[config.mk]
export PLATFORM = sky130hd
export DESIGN_NAME = spi_pixel_loader_flat
export DESIGN_NICKNAME = d
export VERILOG_FILES = /design/src/rtl/matrix_pkg.sv /design/src/rtl/spi_pixel_loader_if.sv /design/src/rtl/sync_edge.sv /design/src/rtl/spi_pixel_loader.sv /design/src/flat_wrapper.sv
export SDC_FILE = /design/constraint.sdc
export NUM_CORES = 1
export LEC_CHECK = 0
export ABC_AREA = 1
export CORE_MARGIN = 5
export CORE_UTILIZATION = 55
export CTS_CLUSTER_DIAMETER = 40
export DETAILED_ROUTE_END_ITERATION = 7
export GPL_ROUTABILITY_DRIVEN = 0
export MAX_ROUTING_LAYER = met4
export PLACE_DENSITY = 0.84
export RECOVER_POWER = 50
export SETUP_SLACK_MARGIN = 0.4
export SYNTH_ARGS = -nofsm -noshare
export SYNTH_HDL_FRONTEND = slang
export SYNTH_SLANG_ARGS = --single-unit
[constraint.sdc]
create_clock -name clk -period 4.5 [get_ports clk]
set_clock_uncertainty 0.1 [all_clocks]
set_input_delay 1.125 -clock clk [delete_from_list [all_inputs] [get_ports clk]]
set_output_delay 1.125 -clock clk [all_outputs]
set_load 0.1 [all_outputs]
[src/rtl/matrix_pkg.sv]
`default_nettype none
// ============================================================================
// Module   : matrix_pkg
// Purpose  : Shared constants, state type and helpers for the LED-matrix
//            frame-buffer loader.
//            ADR_W / RGB_W     - frame-buffer address and pixel widths
//            MATRIX_PIXELS     - frame-buffer depth
//            ADDR_HI_MASK      - live bits of the first (high) address byte
//            PIX_MSB / PIX_LSB - pixel field inside a pixel byte
//            loader_state_t    - SPI loader transaction state
// Revision : 1.0 - initial release
// ============================================================================
package matrix_pkg;

   localparam int ADR_W         = 10;
   localparam int RGB_W         = 3;
   localparam int MATRIX_PIXELS = 1024;

   localparam logic [1:0] ADDR_HI_MASK = 2'b11;
   localparam int         PIX_MSB      = 2;
   localparam int         PIX_LSB      = 0;

   typedef enum logic [1:0] {
      IDLE    = 2'd0,
      ADDR_HI = 2'd1,
      ADDR_LO = 2'd2,
      PIXEL   = 2'd3
   } loader_state_t;

   // Address increment that wraps at the end of the frame buffer.
   function automatic logic [ADR_W-1:0] next_addr(input logic [ADR_W-1:0] a);
      return (a == ADR_W'(MATRIX_PIXELS - 1)) ? '0 : a + 1'b1;
   endfunction

endpackage
`default_nettype wire

[src/rtl/spi_pixel_loader_if.sv]
`default_nettype none
// ============================================================================
// Module   : spi_pixel_loader_if
// Purpose  : Bundles the SPI pins and the frame-buffer write port of the
//            pixel loader.
//            sclk, cs_n, mosi  - SPI host -> loader
//            miso              - loader -> SPI host
//            we, adr_in, rgb_in- frame-buffer write port
//            frame_done, busy  - transaction status
//            Modports: slave  (the loader), master (host / frame-buffer side)
// Revision : 1.0 - initial release
// ============================================================================
interface spi_pixel_loader_if;
   import matrix_pkg::*;

   logic             sclk;
   logic             cs_n;
   logic             mosi;
   logic             miso;
   logic             we;
   logic [ADR_W-1:0] adr_in;
   logic [RGB_W-1:0] rgb_in;
   logic             frame_done;
   logic             busy;

   modport slave (
      input  sclk, cs_n, mosi,
      output miso, we, adr_in, rgb_in, frame_done, busy
   );

   modport master (
      output sclk, cs_n, mosi,
      input  miso, we, adr_in, rgb_in, frame_done, busy
   );

endinterface
`default_nettype wire

[src/rtl/sync_edge.sv]
`default_nettype none
// ============================================================================
// Module   : sync_edge
// Purpose  : Two-flop synchroniser for an asynchronous input, followed by an
//            edge-detect flop and registered one-cycle rise/fall pulses.
//            A pin edge shows up on o_rise/o_fall three clk cycles later.
// Ports    : clk, rst_n (async, active low)
//            i_async  - asynchronous input pin
//            o_sync   - synchronised level (2 cycles of latency)
//            o_rise   - one-cycle pulse on a rising edge
//            o_fall   - one-cycle pulse on a falling edge
// Params   : RST_VAL - reset value of every internal stage
// Revision : 1.0 - initial release
// ============================================================================
module sync_edge #(
   parameter logic RST_VAL = 1'b0
) (
   input  logic clk,
   input  logic rst_n,
   input  logic i_async,
   output logic o_sync,
   output logic o_rise,
   output logic o_fall
);

   logic r_meta;
   logic r_sync;
   logic r_prev;
   logic r_rise;
   logic r_fall;

   always_ff @(posedge clk or negedge rst_n) begin
      if (!rst_n) begin
         r_meta <= RST_VAL;
         r_sync <= RST_VAL;
         r_prev <= RST_VAL;
         r_rise <= 1'b0;
         r_fall <= 1'b0;
      end else begin
         r_meta <= i_async;
         r_sync <= r_meta;
         r_prev <= r_sync;
         r_rise <= r_sync & ~r_prev;
         r_fall <= ~r_sync & r_prev;
      end
   end

   assign o_sync = r_sync;
   assign o_rise = r_rise;
   assign o_fall = r_fall;

endmodule
`default_nettype wire

[src/rtl/spi_pixel_loader.sv]
`default_nettype none
// ============================================================================
// Module   : spi_pixel_loader
// Purpose  : SPI-slave (mode 0, MSB first) front end that fills the LED-matrix
//            frame buffer. A transaction carries a 10-bit start address in two
//            bytes followed by pixel bytes; each pixel byte produces one
//            frame-buffer write and advances the address (wrapping at 1024).
// Ports    : clk            - system clock (shared with fpga_matrix)
//            rst_n          - asynchronous active-low reset
//            bus (slave)    - sclk/cs_n/mosi/miso SPI pins, we/adr_in/rgb_in
//                             write port, frame_done and busy status
// Config   : SPI_LOADER_READBACK_EN - when defined, miso shifts out the last
//            completed byte (MSB first, updated on sclk falling edges);
//            otherwise miso is tied low.
// Revision : 1.0 - initial release
// ============================================================================
module spi_pixel_loader (
   input  logic               clk,
   input  logic               rst_n,
   spi_pixel_loader_if.slave  bus
);
   import matrix_pkg::*;

   // ------------------------------------------------------------------
   // Pin synchronisation
   // ------------------------------------------------------------------
   logic w_sclk_sync, w_sclk_rise, w_sclk_fall;
   logic w_cs_sync,   w_cs_rise,   w_cs_fall;

   sync_edge #(.RST_VAL(1'b0)) u_sync_sclk (
      .clk     (clk),
      .rst_n   (rst_n),
      .i_async (bus.sclk),
      .o_sync  (w_sclk_sync),
      .o_rise  (w_sclk_rise),
      .o_fall  (w_sclk_fall)
   );

   // cs_n resets to "low" on purpose: if the pin is already low when reset
   // releases, no falling edge is seen and the loader stays idle until the
   // host deasserts and reasserts chip select.
   sync_edge #(.RST_VAL(1'b0)) u_sync_cs (
      .clk     (clk),
      .rst_n   (rst_n),
      .i_async (bus.cs_n),
      .o_sync  (w_cs_sync),
      .o_rise  (w_cs_rise),
      .o_fall  (w_cs_fall)
   );

   logic r_mosi_meta;
   logic r_mosi_sync;

   always_ff @(posedge clk or negedge rst_n) begin
      if (!rst_n) begin
         r_mosi_meta <= 1'b0;
         r_mosi_sync <= 1'b0;
      end else begin
         r_mosi_meta <= bus.mosi;
         r_mosi_sync <= r_mosi_meta;
      end
   end

   // Set once cs_n has been seen high after reset; busy is qualified with it
   // so that a chip select held low across reset is not reported as busy.
   logic r_armed;

   always_ff @(posedge clk or negedge rst_n) begin
      if (!rst_n)         r_armed <= 1'b0;
      else if (w_cs_sync) r_armed <= 1'b1;
   end

   // ------------------------------------------------------------------
   // Byte assembly
   // ------------------------------------------------------------------
   loader_state_t r_state;
   loader_state_t w_next_state;

   logic [2:0] r_bit_cnt;
   logic [6:0] r_shift;     // first seven bits; the eighth comes straight from mosi
   logic [7:0] w_byte;
   logic       w_byte_done;
   logic       w_start;

   assign w_byte      = {r_shift, r_mosi_sync};
   assign w_byte_done = w_sclk_rise && (r_state != IDLE) && (r_bit_cnt == 3'd7);

   always_ff @(posedge clk or negedge rst_n) begin
      if (!rst_n) begin
         r_bit_cnt <= 3'd0;
         r_shift   <= 7'd0;
      end else if (w_start || w_cs_rise) begin
         // A partial byte at chip-select release is simply dropped here.
         r_bit_cnt <= 3'd0;
      end else if (w_sclk_rise && (r_state != IDLE)) begin
         r_bit_cnt <= r_bit_cnt + 3'd1;
         r_shift   <= {r_shift[5:0], r_mosi_sync};
      end
   end

   // ------------------------------------------------------------------
   // Transaction state machine
   // ------------------------------------------------------------------
   logic w_load_hi;
   logic w_load_lo;
   logic w_pix_wr;
   logic w_fd_set;
   logic r_wrote;

   always_ff @(posedge clk or negedge rst_n) begin
      if (!rst_n) r_state <= IDLE;
      else        r_state <= w_next_state;
   end

   always_comb begin
      w_next_state = r_state;
      w_start      = 1'b0;
      w_load_hi    = 1'b0;
      w_load_lo    = 1'b0;
      w_pix_wr     = 1'b0;
      w_fd_set     = 1'b0;

      case (r_state)
         IDLE: begin
            if (w_cs_fall) begin
               w_start      = 1'b1;
               w_next_state = ADDR_HI;
            end
         end
         ADDR_HI: begin
            if (w_byte_done) begin
               w_load_hi    = 1'b1;
               w_next_state = ADDR_LO;
            end
         end
         ADDR_LO: begin
            if (w_byte_done) begin
               w_load_lo    = 1'b1;
               w_next_state = PIXEL;
            end
         end
         PIXEL: begin
            if (w_byte_done) w_pix_wr = 1'b1;
         end
         default: w_next_state = IDLE;
      endcase

      // Chip-select release wins the state, but a byte completing in the
      // same cycle is still honoured above and counts toward frame_done.
      if (w_cs_rise && (r_state != IDLE)) begin
         w_next_state = IDLE;
         if ((r_state == PIXEL) && (r_wrote || w_pix_wr)) w_fd_set = 1'b1;
      end
   end

   // ------------------------------------------------------------------
   // Address register and frame-buffer write port
   // ------------------------------------------------------------------
   logic [ADR_W-1:0] r_addr;
   logic             r_we;
   logic [ADR_W-1:0] r_adr_out;
   logic [RGB_W-1:0] r_rgb_out;
   logic             r_frame_done;

   always_ff @(posedge clk or negedge rst_n) begin
      if (!rst_n) begin
         r_addr       <= '0;
         r_wrote      <= 1'b0;
         r_we         <= 1'b0;
         r_adr_out    <= '0;
         r_rgb_out    <= '0;
         r_frame_done <= 1'b0;
      end else begin
         r_we         <= w_pix_wr;
         r_frame_done <= w_fd_set;

         if (w_start)       r_wrote <= 1'b0;
         else if (w_pix_wr) r_wrote <= 1'b1;

         if (w_load_hi) r_addr[ADR_W-1 -: 2] <= w_byte[1:0] & ADDR_HI_MASK;
         if (w_load_lo) r_addr[7:0]          <= w_byte;

         if (w_pix_wr) begin
            // adr_in/rgb_in only change with a write so they are stable
            // around the we strobe that fpga_matrix edge-detects.
            r_adr_out <= r_addr;
            r_rgb_out <= w_byte[PIX_MSB:PIX_LSB];
            r_addr    <= next_addr(r_addr);
         end
      end
   end

   assign bus.we         = r_we;
   assign bus.adr_in     = r_adr_out;
   assign bus.rgb_in     = r_rgb_out;
   assign bus.frame_done = r_frame_done;
   assign bus.busy       = ~w_cs_sync & r_armed;

   // ------------------------------------------------------------------
   // Optional readback of the last completed byte on miso
   // ------------------------------------------------------------------
   logic w_sclk_unused;

`ifdef SPI_LOADER_READBACK_EN
   logic [7:0] r_rb;
   logic       r_miso;

   always_ff @(posedge clk or negedge rst_n) begin
      if (!rst_n) begin
         r_rb   <= 8'd0;
         r_miso <= 1'b0;
      end else begin
         // Rotating (rather than shifting) keeps the byte intact, so the
         // same value is presented again if the host clocks past 8 bits.
         if (w_byte_done)      r_rb <= w_byte;
         else if (w_sclk_fall) r_rb <= {r_rb[6:0], r_rb[7]};

         if (w_cs_sync)        r_miso <= 1'b0;
         else if (w_sclk_fall) r_miso <= r_rb[7];
      end
   end

   assign bus.miso      = r_miso;
   assign w_sclk_unused = w_sclk_sync;
`else
   assign bus.miso      = 1'b0;
   assign w_sclk_unused = w_sclk_sync ^ w_sclk_fall;
`endif

endmodule
`default_nettype wire

[src/flat_wrapper.sv]
// flat-port wrapper written by rule: the top's interface ports become plain ports
module spi_pixel_loader_flat import matrix_pkg::*;
  (clk, rst_n, bus_sclk, bus_cs_n, bus_mosi, bus_miso, bus_we, bus_adr_in, bus_rgb_in, bus_frame_done, bus_busy);
  spi_pixel_loader_if bus_i ();
  input  logic clk;
  input  logic rst_n;
  input wire logic [$bits(bus_i.sclk)-1:0] bus_sclk;
  input wire logic [$bits(bus_i.cs_n)-1:0] bus_cs_n;
  input wire logic [$bits(bus_i.mosi)-1:0] bus_mosi;
  output wire logic [$bits(bus_i.miso)-1:0] bus_miso;
  output wire logic [$bits(bus_i.we)-1:0] bus_we;
  output wire logic [$bits(bus_i.adr_in)-1:0] bus_adr_in;
  output wire logic [$bits(bus_i.rgb_in)-1:0] bus_rgb_in;
  output wire logic [$bits(bus_i.frame_done)-1:0] bus_frame_done;
  output wire logic [$bits(bus_i.busy)-1:0] bus_busy;
  assign bus_i.sclk = bus_sclk;
  assign bus_i.cs_n = bus_cs_n;
  assign bus_i.mosi = bus_mosi;
  assign bus_miso = bus_i.miso;
  assign bus_we = bus_i.we;
  assign bus_adr_in = bus_i.adr_in;
  assign bus_rgb_in = bus_i.rgb_in;
  assign bus_frame_done = bus_i.frame_done;
  assign bus_busy = bus_i.busy;
  spi_pixel_loader u_core (.clk(clk), .rst_n(rst_n), .bus(bus_i));
endmodule
==> results.md, run 1 <==
- Inserted Diodes: 0
- FF+latch count, synth: 50
- Leakage dissipation: 1.23 nW
- Number of buffers on the longest clock path: 2
- Max Slew Vio Count: 51
- Starting utilization of the core area: 0.564
- Hold Vio Cnt, Final: 0
- Number of design-rule violations left by the first detailed-router iteration: 168
- Combined global-route utilization of all metal layers: 0.183
- Area share of the largest cell type after synthesis: 0.555
- Routed length per placed instance: 13.4 um
- GRT Residual Overflow: 0
- Rows: 23
- Peak supply drop: 0.334 mV
- Total routed wirelength: 4.23 mm
- Min-delay worst type: reg2reg
- Share of synthesized area occupied by flip-flops and latches: 0.555
- Inserted Clock Buffers: 5
- Number of antenna violations at the first check in global routing: 0
- Number of endpoints failing setup at the final stage: 0
- Number of maximum-capacitance violations: 1
- Vias after detailed routing: 1,677
- Multi-input gate area in the final layout: 793 um^2
- Port Buffers: 20
- Kind of start point of the critical path: flip-flop
- RSZ-0062 raised after global routing: false
- CORE AREA: 4000 um^2
- Kind of critical path: reg2out
- Power Dens Cells: 397 nW/um^2
- Horizontal die dimension: 74.0 um
- Critical Path Sink Type: primary output
- Area of the mapped netlist: 2250 um^2
- Area taken by flip-flops and latches: 1250 um^2
- Clock-pin slew reported for the worst setup and hold paths after clock tree synthesis: 0.09 ns
- Maximum clock frequency: 311 MHz
- Number of global-route vias before repair: 1,673
- Post-route core utilization: 0.631
- Vert. Die Dim: 74.0 um
- Netlist cell types: 28
- Minimum period implied by the final worst setup slack: 3.21 ns
- Sum of negative setup slack: 0 ns
- Number of gates resized after CTS: 0
- Boundary pin count: 22
- Number of setup buffers added after CTS: 0
- Number of nets with antenna violations after routing: 0
- Number of detailed-route iterations in the first pass: 4
- Layout cell share with drive strength beyond 1: 0.0564
- Count of hold buffers inserted by post-cts repair: 0
- Die footprint: 5480 um^2
- Filler Cells Inserted: 340
- Synth area leaders: sky130_fd_sc_hd__dfrtp_1, sky130_fd_sc_hd__nand2_1, sky130_fd_sc_hd__inv_1, sky130_fd_sc_hd__o21ai_0, sky130_fd_sc_hd__ha_1
- Number of H-tree levels: 2
- Fin nets: 277
- Worst Max-Slew Pin Slew: 2.57 ns
- Total design power: 0.00100 W
- Via density per instance: 5.31
- TritonCTS clock tree: done
- Synthesized area per cell: 9.20 um^2
- Relative area change from synthesis to final layout: 12.0%
- Number of placed instances with taps included: 308
- Sinks on the clock net: 50
- Slew margin rel.: -0.716
- Fin cells: 316
- Count of warnings emitted by yosys: 0
- Gate count of the mapped netlist: 245
- Root Buffer: sky130_fd_sc_hd__clkbuf_8
- Crit share post-route: 0.714
- Post-synthesis cell type with the largest combined area: sky130_fd_sc_hd__dfrtp_1
- Syn_nets: 257
- Maximum number of pins on one net before global-route repair: 51
- Worst path required time: 3.27 ns
- Arrival @ worst endpoint: 1.99 ns
- Largest fanout of any net on the critical path: 4
- Status: finished, violations left
- Clock network latency to the later pin of the worst-skew pair: 0.32 ns
- First-pass GRT wire length: 7.31 mm
- HPWL after detailed placement: 2.96 mm
- DRC errors left: 0
- Violations in the final reports: max-capacitance violations, max-slew violations
worst max-delay path, stage by stage, from the launching register on:
cell	delay (ns)
sky130_fd_sc_hd__dfrtp_1	0.42
sky130_fd_sc_hd__nor2_1	0.12
sky130_fd_sc_hd__clkdlybuf4s50_1	1.14
kinds of logic after synthesis:
logic type / count (synthesis) / share of synthesized area
flops: 50 / 0.555
compound gates: 50 / 0.123
xor+xnor: 1 / 0.00389
simple gates: 94 / 0.188
buf+inv: 40 / 0.0799
other cells: 1 / 0.00166
fa+ha+maj: 7 / 0.0388
mux: 2 / 0.00999
metrics by stage:
step	hold slack (ns)	cell area (um^2)	setup slack, ns
floorplan	0.231	2250	1.62
global placement	0.233	2460	1.65
detailed placement	0.236	2460	1.64
CTS	0.255	2560	1.27
global route	0.271	2520	0.749
finish	0.252	2520	1.29
cell type report:
type                            count  share of cell area
Timing Repair Buffer               20              0.0768
Multi-Input combinational cell    155               0.314
Inverter                           33              0.0491
Clock inverter                      2             0.00694
Tap cell                           50              0.0248
Sequential cell                    50               0.496
Clock buffer                        6              0.0327
per-layer routing:
metal  track usage  part of all wire
met5             -                 0
met4         0.103             0.024
met3        0.0500             0.061
met2         0.287              0.48
met1         0.213              0.43
Yosys cell counts, drive strengths merged:
cell	number
nand4	2
a211oi	1
nand2	52
a21oi	17
a22oi	3
nand3	13
dfrtp	50
o21ai	27
buf	7
or2	1
mux2	2
inv	33
conb	1
nor2	24
o211ai	1
o21a	1
xor2	1
nand3b	2
ha	7
state kept, by name, summed over array words and instances (netlist names), 2 cells and up:
name and count:
u_core.bus.adr_in 10, u_core.bus.rgb_in 3, u_core.r_addr 10, u_core.r_bit_cnt 3
u_core.r_shift 7, u_core.r_state 2
where the power goes:
part	total [W]	leakage, nW	switching (W)	internal [W]
clock	0.000282	0.0514	0.000155	0.000127
combinational	0.000183	0.515	0.000117	0.0000665
sequential	0.000537	0.659	0.0000370	0.000500
total	0.00100	1.23	0.000309	0.000693
final timing paths:
kind / slack [ns] / cells after the start / endpoint / start
max in group asynchronous: 1.34 / 1 / u_core.u_sync_sclk.o_sync / rst_n
setup / recovery: 1.29 / 2 / bus_busy / u_core.u_sync_cs.o_sync
hold reg to reg: 0.25 / 0 / u_core.u_sync_sclk.o_sync / u_core.u_sync_sclk.r_meta
min in group asynchronous: 1.50 / 1 / u_core.bus.adr_in[2] / rst_n
setup reg to reg: 1.80 / 11 / u_core.r_addr[8] / u_core.r_state[0]
hold / removal: 0.25 / 0 / u_core.u_sync_sclk.o_sync / u_core.u_sync_sclk.r_meta
cells in the final DEF (no fill, tap or decap), types with 6 or more instances in the layout:
| cell type | instances |
|---|---|
| sky130_fd_sc_hd__nand3_1 | 13 |
| sky130_fd_sc_hd__clkbuf_8 | 6 |
| sky130_fd_sc_hd__dfrtp_1 | 50 |
| sky130_fd_sc_hd__a21oi_1 | 16 |
| sky130_fd_sc_hd__nand2_1 | 51 |
| sky130_fd_sc_hd__inv_1 | 33 |
| sky130_fd_sc_hd__o21ai_0 | 24 |
| sky130_fd_sc_hd__nor2_1 | 23 |
| sky130_fd_sc_hd__clkdlybuf4s50_1 | 16 |
| sky130_fd_sc_hd__ha_1 | 7 |
No activity file was read; power rests on OpenSTA's default activity.
==> run 2, diff against run 1 <==
clock period = 3.03 ns   (was 4.5 ns; I/O delays follow)
==> run 2 against run 1 <==
  * The flow now finishes without violations
  * Routed wire length down 1.4%
  * Combinational power is 60% higher
  * Clock power up 50%
  * Via count is 2.0% lower
  * Total power is 51% higher
  * Largest power group unchanged
  * Worst hold slack better by 0.0085 ns
  * Sequential share of layout area barely moved
  * Non-clock buffer count increased by 1
  * Sequential power grew 49%
  * Cell count is 0.32% higher
  * Highest routed layer unchanged
==> results.md, run 2 (synthesis results as in run 1) <==
- Die footprint: 5480 um^2
- Inserted Clock Buffers: 5
- Number of placed instances with taps included: 309
- Number of design-rule violations left by the first detailed-router iteration: 121
- Boundary pin count: 22
- Root Buffer: sky130_fd_sc_hd__clkbuf_8
- Clk pwr share: 0.279
- Clock-pin slew reported for the worst setup and hold paths after clock tree synthesis: 0.09 ns
- Number of gates resized after CTS: 0
- Multi-input gate area in the final layout: 823 um^2
- Number of nets with antenna violations after routing: 0
- Number of endpoints failing setup at the final stage: 0
- Largest delay share family, worst path: simple AND/OR/NAND/NOR gates
- Worst path required time: 3.18 ns
- Number of antenna violations at the first check in global routing: 0
- Total routed wirelength: 4.17 mm
- Dpl ws: 1.09 ns
- Largest fanout of any net on the critical path: 36
- Rows: 23
- Count of hold buffers inserted by post-cts repair: 0
- Routed length per placed instance: 13.2 um
- Port Buffers: 20
- Kind of start point of the critical path: flip-flop
- Layout cell share with drive strength beyond 1: 0.146
- Most frequent cells in the layout: sky130_fd_sc_hd__dfrtp_1, sky130_fd_sc_hd__nand2_1, sky130_fd_sc_hd__inv_1
- Switching Fraction: 0.305
- Status: finished, final reports clean
- Most numerous cell on the critical path: sky130_fd_sc_hd__inv_1
- Post-route core utilization: 0.632
- Seq pwr share: 0.528
- TritonCTS clock tree: done
- Number of detailed-route iterations in the first pass: 4
- Fin cells: 317
- Final cell area excluding filler cells: 2530 um^2
- Peak supply drop: 0.396 mV
- Maximum clock frequency: 508 MHz
- Critical Path, Cell by Cell: inv_1, ha_1, inv_1, nand2_2, nor2_4, nand2_4, nor2_1, nand2_1, nand3_1, nand2_1, inv_1
- Crit share post-route: 0.650
- HPWL after detailed placement: 2.97 mm
- Minimum period implied by the final worst setup slack: 1.97 ns
- Internal Pwr Total: 0.00105 W
- Power Dens Cells: 600 nW/um^2
- Via density per instance: 5.19
- Net switching power: 0.000462 W
- Delay of the slowest cell on the worst path: 0.42 ns
- Starting utilization of the core area: 0.564
- GRT Residual Overflow: 0
- Vias after detailed routing: 1,644
- Most common library cell in the layout ignoring fill and taps: sky130_fd_sc_hd__dfrtp_1
- CORE AREA: 4000 um^2
- Critical Path Sink Type: flip-flop
- Slowest library cell on the worst path: sky130_fd_sc_hd__dfrtp_1
- Number of H-tree levels: 2
- Combined global-route utilization of all metal layers: 0.173
- Number of setup buffers added after CTS: 0
- Relative area change from synthesis to final layout: 12.0%
- Horizontal die dimension: 74.0 um
- Max Slew Vio Count: 0
- Sum of negative setup slack: 0 ns
- Arrival @ worst endpoint: 2.11 ns
- Number of buffers and inverters on the critical path: 3
- First-pass GRT wire length: 7.04 mm
- DRC errors left: 0
- Worst Slack Setup Final: 1.06 ns
- Slew margin rel.: 0.203
- Number of buffers on the longest clock path: 2
- Min-delay worst type: reg2reg
- Filler Cells Inserted: 317
- Gate power share: 0.193
- Leakage dissipation: 1.28 nW
- Area post-placement: 2420 um^2
- Inserted Diodes: 0
- Clock network latency to the later pin of the worst-skew pair: 0.30 ns
- Worst Max-Slew Pin Slew: 1.20 ns
- Fin nets: 278
- Hold Vio Cnt, Final: 0
- Area taken by flip-flops and latches: 1250 um^2
- Number of global-route vias before repair: 1,610
- Maximum number of pins on one net before global-route repair: 51
- Sinks on the clock net: 50
- Vert. Die Dim: 74.0 um
- Kind of critical path: reg2reg
- Number of maximum-capacitance violations: 0
- RSZ-0062 raised after global routing: false
run 2: cell types whose count changed in the layout (fill, tap and decap cells not counted), moves of 4 or more:
cell and delta:
sky130_fd_sc_hd__o21ai_0 -5, sky130_fd_sc_hd__nor2_1 -4, sky130_fd_sc_hd__buf_4 +16, sky130_fd_sc_hd__o21ai_1 +5, sky130_fd_sc_hd__clkdlybuf4s50_1 -16
run 2: layout make-up:
class	instances	share of cell area
clock inverter	1	0.00347
timing repair buffer	21	0.0634
tap	50	0.0248
sequential	50	0.495
inverter	33	0.0490
multi-input combinational	155	0.326
clock buffer	7	0.0381
run 2: worst paths after layout:
kind,from,endpoint,slack [ns],depth (start not counted)
worst max-delay path,u_core.r_state[0],u_core.r_addr[8],1.06,11
worst min-delay path,u_core.r_mosi_meta,u_core.r_mosi_sync,0.26,0
worst max register to register,u_core.r_state[0],u_core.r_addr[8],1.06,11
worst min register to register,u_core.r_mosi_meta,u_core.r_mosi_sync,0.26,0
max in group asynchronous,rst_n,u_core.u_sync_sclk.o_sync,1.42,2
min in group asynchronous,rst_n,u_core.r_addr[1],0.67,2
run 2: power by group through the flow:
stage | clock, W | combinational (W) | sequential (W)
6_report | 0.000423 | 0.000292 | 0.000801
5_1_grt | 0.000454 | 0.000337 | 0.000810
4_1_cts | 0.000431 | 0.000295 | 0.000801
3_5_place_dp | 0 | 0.000297 | 0.000813
3_3_place_gp | 0 | 0.000278 | 0.000808
2_1_floorplan | 0 | 0.000226 | 0.000794
run 2: layer usage:
metal	vias up	share of wire	GRT usage
met5	-	0	-
met4	0	0.014	0.0664
met3	7	0.048	0.0365
met2	36	0.49	0.281
met1	777	0.45	0.212
li1	824	-	-
run 2: metrics by stage:
stage / power [W] / hold slack, ns
after floorplan: 0.00102 / 0.231
after global placement: 0.00109 / 0.234
after detailed placement: 0.00111 / 0.241
after CTS: 0.00153 / 0.259
after global routing: 0.00160 / 0.273
final: 0.00152 / 0.260
